$ cat src/rtl/uart_pkg.sv
// Shared UART definitions used by the transmit buffer, the transmitter and the receiver.
//   UART_DATA_W : width of one UART data byte
//   tx_state_e  : launch controller state encoding
package uart_pkg;

    localparam int unsigned UART_DATA_W = 8;

    typedef enum logic [1:0] {
        IDLE      = 2'd0,
        WAIT_BUSY = 2'd1,
        WAIT_DONE = 2'd2
    } tx_state_e;

endpackage

$ cat src/rtl/uart_tx_buffer_if.sv
// Signal bundle between the CPU/transmitter side and uart_tx_buffer.
//   wr_data, wr_en, ovf_clr        : CPU write side into the buffer
//   full, empty, count, overflow   : buffer status back to the CPU
//   tx_data, tx_send               : launch toward the transmitter
//   tx_sending                     : transmitter busy flag
// slave modport is the buffer's view; master is the surrounding system's view.
interface uart_tx_buffer_if
    import uart_pkg::*;
#(
    parameter int unsigned ADDR_W = 4
);
    logic [UART_DATA_W-1:0] wr_data;
    logic                   wr_en;
    logic                   full;
    logic                   empty;
    logic [ADDR_W:0]        count;
    logic                   overflow;
    logic                   ovf_clr;
    logic [UART_DATA_W-1:0] tx_data;
    logic                   tx_send;
    logic                   tx_sending;

    modport slave (
        input  wr_data, wr_en, ovf_clr, tx_sending,
        output full, empty, count, overflow, tx_data, tx_send
    );

    modport master (
        output wr_data, wr_en, ovf_clr, tx_sending,
        input  full, empty, count, overflow, tx_data, tx_send
    );

endinterface

$ cat src/rtl/sync_fifo.sv
// Byte FIFO with occupancy count and sticky overflow flag.
//   clk, rst_n   : clock, asynchronous active-low reset
//   wr_en_i      : enqueue wr_data_i unless full (dropped write sets overflow_o)
//   rd_en_i      : pop the head entry; ignored when empty
//   ovf_clr_i    : clear overflow_o (a simultaneous dropped write wins)
//   rd_data_o    : head entry, valid when !empty_o
//   count_o, full_o, empty_o, overflow_o : status, all registered
module sync_fifo
    import uart_pkg::*;
#(
    parameter int unsigned DEPTH  = 16,
    parameter int unsigned ADDR_W = 4
) (
    input  logic                   clk,
    input  logic                   rst_n,
    input  logic                   wr_en_i,
    input  logic [UART_DATA_W-1:0] wr_data_i,
    input  logic                   rd_en_i,
    input  logic                   ovf_clr_i,
    output logic [UART_DATA_W-1:0] rd_data_o,
    output logic [ADDR_W:0]        count_o,
    output logic                   full_o,
    output logic                   empty_o,
    output logic                   overflow_o
);

    localparam logic [ADDR_W:0] DepthCnt = (ADDR_W + 1)'(DEPTH);

    logic [UART_DATA_W-1:0] mem_q [DEPTH];
    logic [ADDR_W-1:0]      wr_ptr_q, wr_ptr_d;
    logic [ADDR_W-1:0]      rd_ptr_q, rd_ptr_d;
    logic [ADDR_W:0]        count_q, count_d;
    logic                   overflow_q, overflow_d;
    logic                   full, empty;
    logic                   wr_accept, pop;

    // Both flags come from the pre-edge count, so a pop never frees room for a same-edge write.
    assign full  = (count_q == DepthCnt);
    assign empty = (count_q == '0);

    always_comb begin
        wr_accept  = wr_en_i && !full;
        pop        = rd_en_i && !empty;
        wr_ptr_d   = wr_ptr_q;
        rd_ptr_d   = rd_ptr_q;
        count_d    = count_q;
        overflow_d = overflow_q;
        // Power-of-two depth: pointer wrap is plain overflow of the ADDR_W-bit add.
        if (wr_accept) wr_ptr_d = wr_ptr_q + 1'b1;
        if (pop)       rd_ptr_d = rd_ptr_q + 1'b1;
        unique case ({wr_accept, pop})
            2'b10:   count_d = count_q + 1'b1;
            2'b01:   count_d = count_q - 1'b1;
            default: count_d = count_q;
        endcase
        if (wr_en_i && full) begin
            overflow_d = 1'b1;
        end else if (ovf_clr_i) begin
            overflow_d = 1'b0;
        end
    end

    always_ff @(posedge clk or negedge rst_n) begin
        if (!rst_n) begin
            wr_ptr_q   <= '0;
            rd_ptr_q   <= '0;
            count_q    <= '0;
            overflow_q <= 1'b0;
        end else begin
            wr_ptr_q   <= wr_ptr_d;
            rd_ptr_q   <= rd_ptr_d;
            count_q    <= count_d;
            overflow_q <= overflow_d;
        end
    end

    // Storage needs no reset: entries are only read after being written.
    always_ff @(posedge clk) begin
        if (wr_accept) mem_q[wr_ptr_q] <= wr_data_i;
    end

    assign rd_data_o  = mem_q[rd_ptr_q];
    assign count_o    = count_q;
    assign full_o     = full;
    assign empty_o    = empty;
    assign overflow_o = overflow_q;

endmodule

$ cat src/rtl/uart_tx_buffer.sv
// Transmit buffer and launch controller in front of the UART transmitter.
//   clk, rst_n : clock, asynchronous active-low reset
//   buf_if     : slave side of uart_tx_buffer_if (CPU writes/status, transmitter handshake)
// Bytes are queued in sync_fifo and launched one at a time: a one-cycle tx_send pulse, then
// wait for the transmitter to raise and drop tx_sending before the next launch.
module uart_tx_buffer
    import uart_pkg::*;
#(
    parameter int unsigned DEPTH  = 16,
    parameter int unsigned ADDR_W = 4
) (
    input  logic              clk,
    input  logic              rst_n,
    uart_tx_buffer_if.slave   buf_if
);

    tx_state_e              state_q, state_d;
    logic [UART_DATA_W-1:0] tx_data_q, tx_data_d;
    logic                   tx_send_q, tx_send_d;
    logic                   pop;
    logic                   fifo_empty;
    logic [UART_DATA_W-1:0] fifo_rd_data;
    logic                   launch;

    sync_fifo #(
        .DEPTH  (DEPTH),
        .ADDR_W (ADDR_W)
    ) u_fifo (
        .clk        (clk),
        .rst_n      (rst_n),
        .wr_en_i    (buf_if.wr_en),
        .wr_data_i  (buf_if.wr_data),
        .rd_en_i    (pop),
        .ovf_clr_i  (buf_if.ovf_clr),
        .rd_data_o  (fifo_rd_data),
        .count_o    (buf_if.count),
        .full_o     (buf_if.full),
        .empty_o    (fifo_empty),
        .overflow_o (buf_if.overflow)
    );

    // The tx_sending guard also blocks a launch while a frame started before reset is finishing.
    assign launch = (state_q == IDLE) && !fifo_empty && !buf_if.tx_sending;

    always_ff @(posedge clk or negedge rst_n) begin
        if (!rst_n) begin
            state_q <= IDLE;
        end else begin
            state_q <= state_d;
        end
    end

    always_comb begin
        state_d = state_q;
        unique case (state_q)
            IDLE:      if (launch)             state_d = WAIT_BUSY;
            WAIT_BUSY: if (buf_if.tx_sending)  state_d = WAIT_DONE;
            WAIT_DONE: if (!buf_if.tx_sending) state_d = IDLE;
            default:                           state_d = IDLE;
        endcase
    end

    always_comb begin
        pop       = 1'b0;
        tx_send_d = 1'b0;
        tx_data_d = tx_data_q;
        if (launch) begin
            pop       = 1'b1;
            tx_send_d = 1'b1;
            tx_data_d = fifo_rd_data;
        end
    end

    always_ff @(posedge clk or negedge rst_n) begin
        if (!rst_n) begin
            tx_data_q <= '0;
            tx_send_q <= 1'b0;
        end else begin
            tx_data_q <= tx_data_d;
            tx_send_q <= tx_send_d;
        end
    end

    assign buf_if.empty   = fifo_empty;
    assign buf_if.tx_data = tx_data_q;
    assign buf_if.tx_send = tx_send_q;

endmodule

$ cat src/flat_wrapper.sv
// flat-port wrapper written by rule: the top's interface ports become plain ports
module uart_tx_buffer_flat import uart_pkg::*;
#(
    parameter int unsigned DEPTH  = 16,
    parameter int unsigned ADDR_W = 4
)
  (clk, rst_n, buf_if_wr_data, buf_if_wr_en, buf_if_ovf_clr, buf_if_tx_sending, buf_if_full, buf_if_empty, buf_if_count, buf_if_overflow, buf_if_tx_data, buf_if_tx_send);
  uart_tx_buffer_if #(.ADDR_W(ADDR_W)) buf_if_i ();
  input  logic clk;
  input  logic rst_n;
  input wire logic [$bits(buf_if_i.wr_data)-1:0] buf_if_wr_data;
  input wire logic [$bits(buf_if_i.wr_en)-1:0] buf_if_wr_en;
  input wire logic [$bits(buf_if_i.ovf_clr)-1:0] buf_if_ovf_clr;
  input wire logic [$bits(buf_if_i.tx_sending)-1:0] buf_if_tx_sending;
  output wire logic [$bits(buf_if_i.full)-1:0] buf_if_full;
  output wire logic [$bits(buf_if_i.empty)-1:0] buf_if_empty;
  output wire logic [$bits(buf_if_i.count)-1:0] buf_if_count;
  output wire logic [$bits(buf_if_i.overflow)-1:0] buf_if_overflow;
  output wire logic [$bits(buf_if_i.tx_data)-1:0] buf_if_tx_data;
  output wire logic [$bits(buf_if_i.tx_send)-1:0] buf_if_tx_send;
  assign buf_if_i.wr_data = buf_if_wr_data;
  assign buf_if_i.wr_en = buf_if_wr_en;
  assign buf_if_i.ovf_clr = buf_if_ovf_clr;
  assign buf_if_i.tx_sending = buf_if_tx_sending;
  assign buf_if_full = buf_if_i.full;
  assign buf_if_empty = buf_if_i.empty;
  assign buf_if_count = buf_if_i.count;
  assign buf_if_overflow = buf_if_i.overflow;
  assign buf_if_tx_data = buf_if_i.tx_data;
  assign buf_if_tx_send = buf_if_i.tx_send;
  uart_tx_buffer #(.DEPTH(DEPTH), .ADDR_W(ADDR_W)) u_core (.clk(clk), .rst_n(rst_n), .buf_if(buf_if_i));
endmodule
$ cat config.mk
export PLATFORM = sky130hd
export DESIGN_NAME = uart_tx_buffer_flat
export DESIGN_NICKNAME = d
export VERILOG_FILES = /design/src/rtl/uart_pkg.sv /design/src/rtl/uart_tx_buffer_if.sv /design/src/rtl/sync_fifo.sv /design/src/rtl/uart_tx_buffer.sv /design/src/flat_wrapper.sv
export SDC_FILE = /design/constraint.sdc
export NUM_CORES = 1
export LEC_CHECK = 0
export ABC_CLOCK_PERIOD_IN_PS = 2500
export CAP_MARGIN = 20
export CORE_ASPECT_RATIO = 1.5
export CORE_MARGIN = 2
export CORE_UTILIZATION = 49
export CTS_CLUSTER_DIAMETER = 80
export DETAILED_ROUTE_END_ITERATION = 7
export HOLD_SLACK_MARGIN = 0.1
export PLACE_DENSITY_LB_ADDON = 0.3
export SYNTH_ARGS = -nofsm -noshare
export SYNTH_HDL_FRONTEND = slang
export SYNTH_SLANG_ARGS = --single-unit
$ cat constraint.sdc
create_clock -name clk -period 2.5 [get_ports clk]
set_input_delay 0.5 -clock clk [delete_from_list [all_inputs] [get_ports clk]]
set_output_delay 0.5 -clock clk [all_outputs]
set_load 0.005 [all_outputs]
Word-level counts from Yosys, hierarchy flattened
Memories as Yosys holds them, arrays and structs flattened. A register that Yosys moved wholly into a read port is not among the register bits. Index checks and enable logic that the tools add are counted.

Input bits: 13. Latch bits: 0. Word-level logic and storage cells: 43. Memory bits (writable): 128. Memory bits (read-only): 0. Register bits: 17. Output and inout bits: 17. Memories kept: 1.

Add/sub/neg operators: 4. Reductions and logical operators: 14. Div/mod/pow operators: 0. Equal/unequal tests: 8. Order comparisons: 0. $mul: 0. Shifts and indexed selects: 0. Bitwise operators: 0. Muxes and demuxes: 10.

Memory list: u_core.u_fifo.mem_q (words 16, width 8, read ports 1, clocked after memory_dff 1, write ports 1, line sync_fifo.sv:29) `logic [UART_DATA_W-1:0] mem_q [DEPTH];`.

Operator list (count): $pmux 5 s2 (1); $add 4x1->4 const B (2); $mux 2 (3); $pmux 2 s3 (1); $add 5x1->5 const B (1); $eq 5x5->1 const B (1); $logic_and 1x1->1 (5); $logic_not 5->1 (1); $mux 1 (5); $sub 5x1->5 const B (1); $eq 2x1->1 const B (2); $eq 2x2->1 const B (2); $logic_not 1->1 (4); $ne 2x2->1 const B (2); $reduce_bool 2->1 (2); $reduce_and 3->1 (1); $logic_not 2->1 (1); $ne 2x1->1 const B (1).

Longest topological paths before layout
Depth in word-level cells: 8. Gate-level depth with buffers: 11.

Cells and area by module
From an unflattened synthesis, not the netlist that was laid out.

Cells, all modules: 359. Area total of the unflattened synthesis: 6229.7 um2.

Modules (own cells, without submodules): sync_fifo (seq. area each 4194.0 um2, cells each 335, area an instance 5816.8 um2, instances 1); uart_tx_buffer (seq. area each 275.3 um2, cells each 24, area an instance 412.9 um2, instances 1).

Worst setup path after synthesis
Ideal clock, no wire load.

Path type: register -> register. Start: register u_core.u_fifo.count_q[3] (netlist: u_core.u_fifo.count_o[3]). End: register u_core.u_fifo.count_q[4] (netlist: u_core.u_fifo.count_o[4]). Period minus slack after synthesis: 2775 ps. Stages on the path, launching flop included: 12. Setup slack: -275 ps. Library setup time: 80 ps. Path buffers: 2. Data arrival time: 2695 ps. Cells stage by stage: dfrtp_1 -> nor4_1 -> a2111o_1 -> buf_2 -> buf_4 -> inv_1 -> ha_1 -> fa_1 -> a21o_1 -> a21oi_1 -> mux2i_1 -> xnor2_1.

Cells in the longest elaborated chain, start to end: 8. Elaborated cells between the ends (all ways): 15. Those cells by class: add/sub: 2; eq/ne: 3; mux: 2; reduce/logical: 8.

RTL lines: start: declaration (line sync_fifo.sv:32) `logic [ADDR_W:0] count_q, count_d;`; start signal: assignment (line sync_fifo.sv:72) `count_q <= count_d;`; $logic_not 5->1 (*) (line sync_fifo.sv:39) `assign empty = (count_q == '0);`; $logic_not 1->1 (*) (line sync_fifo.sv:43, uart_tx_buffer.sv:43); $logic_and 1x1->1 (2 in series) (line uart_tx_buffer.sv:43) `assign launch = (state_q == IDLE) && !fifo_empty && !buf_if.tx_sending;`; $mux 1 (line uart_tx_buffer.sv:67) `if (launch) begin`; $logic_and 1x1->1 (*) (line sync_fifo.sv:43) `pop = rd_en_i && !empty;`; via u_core.u_fifo.pop (line sync_fifo.sv:35) `logic wr_accept, pop;`; $eq 2x1->1 / $eq 2x2->1 (equally long branches) (line sync_fifo.sv:51) `unique case ({wr_accept, pop})`; $pmux 5 s2 / $reduce_bool 2->1 (equally long branches).

Mark *: on every way through the listed nets, which the timed path passes. The rest lies on a longest branch. A chain may end at the register's enable or synchronous reset.

Final worst setup path
Start: register u_core.u_fifo.count_q[2] (netlist: u_core.u_fifo.count_o[2]). End: output buf_if_empty.

Cells in the longest elaborated chain, start to end: 1.

RTL lines: $logic_not 5->1 (line sync_fifo.sv:39); end: declaration (line flat_wrapper.sv:16) `output wire logic [$bits(buf_if_i.empty)-1:0] buf_if_empty;`.

Every way passes these cells.

==> results.py <==
metrics = {
    "place": {
        "hpwl_mm": 7.505,
        "place_inst": 519,
        "portBuffers": 29,
        "gp_congestion": 0.7206,
    },
    "setup_path": {
        "slowest_stage": "clkdlybuf4s50_1",
        "crit_required_ns": 2.00,
        "arrival_ns": 1.88,
        "worstReg2RegStart": "u_core.u_fifo.count_o[2]$_DFFE_PN0P_",
        "crit_type": "reg2out",
        "reg2regPathDepth": 9,
        "r2r-end": "u_core.u_fifo.count_o[4]$_DFFE_PN0P_",
        "crit_path_cell_trace": "nor4_4 > and2_1 > clkdlybuf4s50_1",
        "critPathLaunchType": "flip-flop",
        "critPathCaptureType": "output pin",
        "cpPeakStageDelay_ns": 0.50,
        "path_max_fanout": 4,
        "rrSetupSlack_ns": 0.15,
    },
    "hold_path": {
        "hold_path_class": "in2async",
    },
    "floorplanning": {
        "ioPinCount": 30,
        "die_w_um": 95.79,
        "initial_core_util_pct": 49.99,
        "core_area_mm2": 0.01239,
        "die_h_um": 141.7,
        "dieArea_mm2": 0.01357,
        "rows": 50,
    },
    "sta": {
        "slew_violations": 0,
        "hold_violations": 0,
        "finalClockSkew_ns": 0.007582,
        "max_slew_margin_pct": 61.68,
        "tightestPinTransition_ns": 0.5730,
        "fin_hold_ws_ns": 0.4480,
        "fin_crit_ns": 2.383,
        "fin_crit_sh_pct": 95.33,
        "finalSetupTns_ns": 0,
        "fmax_mhz": 419.6,
        "rsz0062_at_grt": "false",
        "finalSetupViolCount": 0,
    },
    "synth": {
        "syn_area_mm2": 0.006192,
        "synthFlopType": "edfxtp_1",
        "synth_warnings": 0,
        "synthTopCellsByArea": "edfxtp_1 62%, dfrtp_1 10%, mux4_2 8.0%",
        "synth_largest_area_cell": "edfxtp_1",
        "synthArstFlopShare_pct": 16.34,
        "synth_edf_count": 128,
        "synthCells": 321,
        "synth_cell_type_count": 34,
        "avgSynthCellArea_um2": 19.29,
        "yosysSeqAreaShare_pct": 72.18,
        "yosysTopAreaCellShare_pct": 62.07,
        "syn_nets": 344,
        "synth_seq_cells": 153,
    },
    "cells_and_area": {
        "antenna_cells": 0,
        "fin_cells": 551,
        "fin_nets": 405,
        "drive_gt1_share_pct": 24.30,
        "synthToLayoutAreaGrowth_pct": 19.82,
        "post-route-util_pct": 59.90,
    },
    "route": {
        "drc": 0,
        "ant_nets": 0,
        "routedWlPerCell_um": 19.75,
        "wl_mm": 10.88,
        "drt_iter0_markers": 183,
        "via_count": 3012,
        "avgViaCountPerCell": 5.466,
        "firstDrtPassIters": 4,
    },
    "clock_tree": {
        "cts_tree": "yes",
        "hold_buffers": 0,
        "cts_max_path_buffers": 2,
        "clock_latency_ns": 0.41,
        "clk_pin_slew_ns": 0.06,
        "htree_levels": 4,
        "numCtsBuffers": 17,
        "cts.sinks": 153,
        "cts_root_buf": "clkbuf_16",
    },
    "global_routing": {
        "antenna_found_initial": 0,
        "overflow": 0,
        "grt_use_total_pct": 17.98,
        "grt_pass1_vias": 3199,
        "grt_pass1_wl_mm": 17.23,
        "grt_max_degree": 31,
    },
    "job": {
        "cap_violations": 0,
    },
    "power_and_ir_drop": {
        "power.total_uw": 8320,
        "cellPowerDensity_mw_per_mm2": 1121,
        "p_leak_uw": 0.002657,
        "vdd_ir_drop_max_mv": 0.4878,
    },
    "status": {
        "outcome": "finished clean",
    },
}
[power by group]
part | internal, uW | switching [uW] | total [uW]
registers | 3170 | 293 | 3460
logic | 1370 | 1090 | 2460
clock network | 1390 | 1010 | 2400
total | 5930 | 2390 | 8320
[cell usage after synthesis (all sizes together) (2+ instances only)]
master  instances
nor3            4
a21oi           3
xnor2           9
buf            14
nor2b           2
mux2            8
nand2b          2
xor2            2
clkbuf          2
nor2           13
mux2i          16
dfrtp          25
edfxtp        128
mux4           32
nand2          19
o21ai          10
inv             8
a22o            2
a21o            2
nand4           2
ha              9
and2            3
[worst max-delay path by stage]
stage                                          from                                    to
3_3_place_gp                      buf_if_tx_sending  u_core.u_fifo.count_o[4]$_DFFE_PN0P_
3_5_place_dp                      buf_if_tx_sending  u_core.u_fifo.count_o[3]$_DFFE_PN0P_
6_report       u_core.u_fifo.count_o[2]$_DFFE_PN0P_                          buf_if_empty
5_1_grt        u_core.u_fifo.count_o[2]$_DFFE_PN0P_                          buf_if_empty
2_1_floorplan  u_core.u_fifo.count_o[1]$_DFFE_PN0P_  u_core.u_fifo.count_o[4]$_DFFE_PN0P_
4_1_cts        u_core.u_fifo.count_o[2]$_DFFE_PN0P_                          buf_if_empty
[registers in the layout, indices dropped and copies added, names as in the netlist]
name and count:
u_core.buf_if.tx_data 8, u_core.u_fifo.rd_ptr_q 4, u_core.u_fifo.mem_q 128, u_core.buf_if.tx_send 1
u_core.u_fifo.overflow_o 1, u_core.state_q 2, u_core.u_fifo.wr_ptr_q 4, u_core.u_fifo.count_o 5
[worst max-delay path, delay by kind of cell (launching register included)]
family,cells,cell delay [ns]
simple gates,2,0.54
flops,1,0.44
buf+inv,1,0.50
[through the flow]
| step | cell area (um2) | setup slack [ns] |
|---|---|---|
| 4_1_cts | 7411 | 0.02500 |
| 3_3_place_gp | 6842 | -0.06778 |
| 5_1_grt | 7420 | 0.01467 |
| 6_report | 7420 | 0.1166 |
| 3_5_place_dp | 6842 | -0.1196 |
| 2_1_floorplan | 6230 | -0.02976 |
[routing by layer]
metal	vias up	routed length [um]	GRT usage [%]
met5	-	0	0
met4	0	111	6.090
met3	9	305	4.780
met2	52	6234	32.35
met1	1563	4233	20.29
li1	1388	-	-
[layout by cell type, fill, tap and decap left out, types with 2 or more instances in the layout]
cell and instances:
mux4_2 22, and2_1 3, xnor2_1 9, nor2b_1 2, nor3_1 4, a22o_1 2, clkbuf_16 17, clkdlybuf4s50_1 29
xor2_1 2, nand2b_1 2, inv_1 7, mux2_2 8, o21ai_0 10, a21o_1 2, clkinv_4 5, mux2i_1 16
dfrtp_1 24, a21oi_1 2, mux4_1 10, nand4_1 2, ha_1 8, edfxtp_1 128, buf_12 3, nor2_1 13
clkinvlp_4 2, inv_6 4, nand2_1 19, buf_4 26
[final cells by class]
| cell class | instances | area [um2] |
|---|---|---|
| Fill cell | 881 | 4967 |
| Sequential cell | 153 | 4471 |
| Multi-Input combinational cell | 144 | 1607 |
| Timing Repair Buffer | 58 | 545.5 |
| Clock buffer | 17 | 425.4 |
| Tap cell | 156 | 195.2 |
| Clock inverter | 15 | 143.9 |
| Inverter | 8 | 32.53 |
[timing repair]
action                                  CTS  global route
setup buffers                             0             0
endpoints found under the setup margin    0             3
gates resized for setup                   0             1
[kinds of logic (layout without fill, tap and decap cells)]
family | count (synthesis) | in the layout | synth area share (%)
AOI/OAI and AO/OA | 21 | 21 | 2.142
xor gates and xnor gates | 11 | 11 | 1.556
DFF | 153 | 153 | 72.18
buffers and inverters | 24 | 98 | 2.425
adders and majority gates | 10 | 10 | 2.142
muxes | 56 | 56 | 16.29
and+or+nand+nor | 46 | 46 | 3.273
Note: power is estimated with default switching activity, not from simulation.
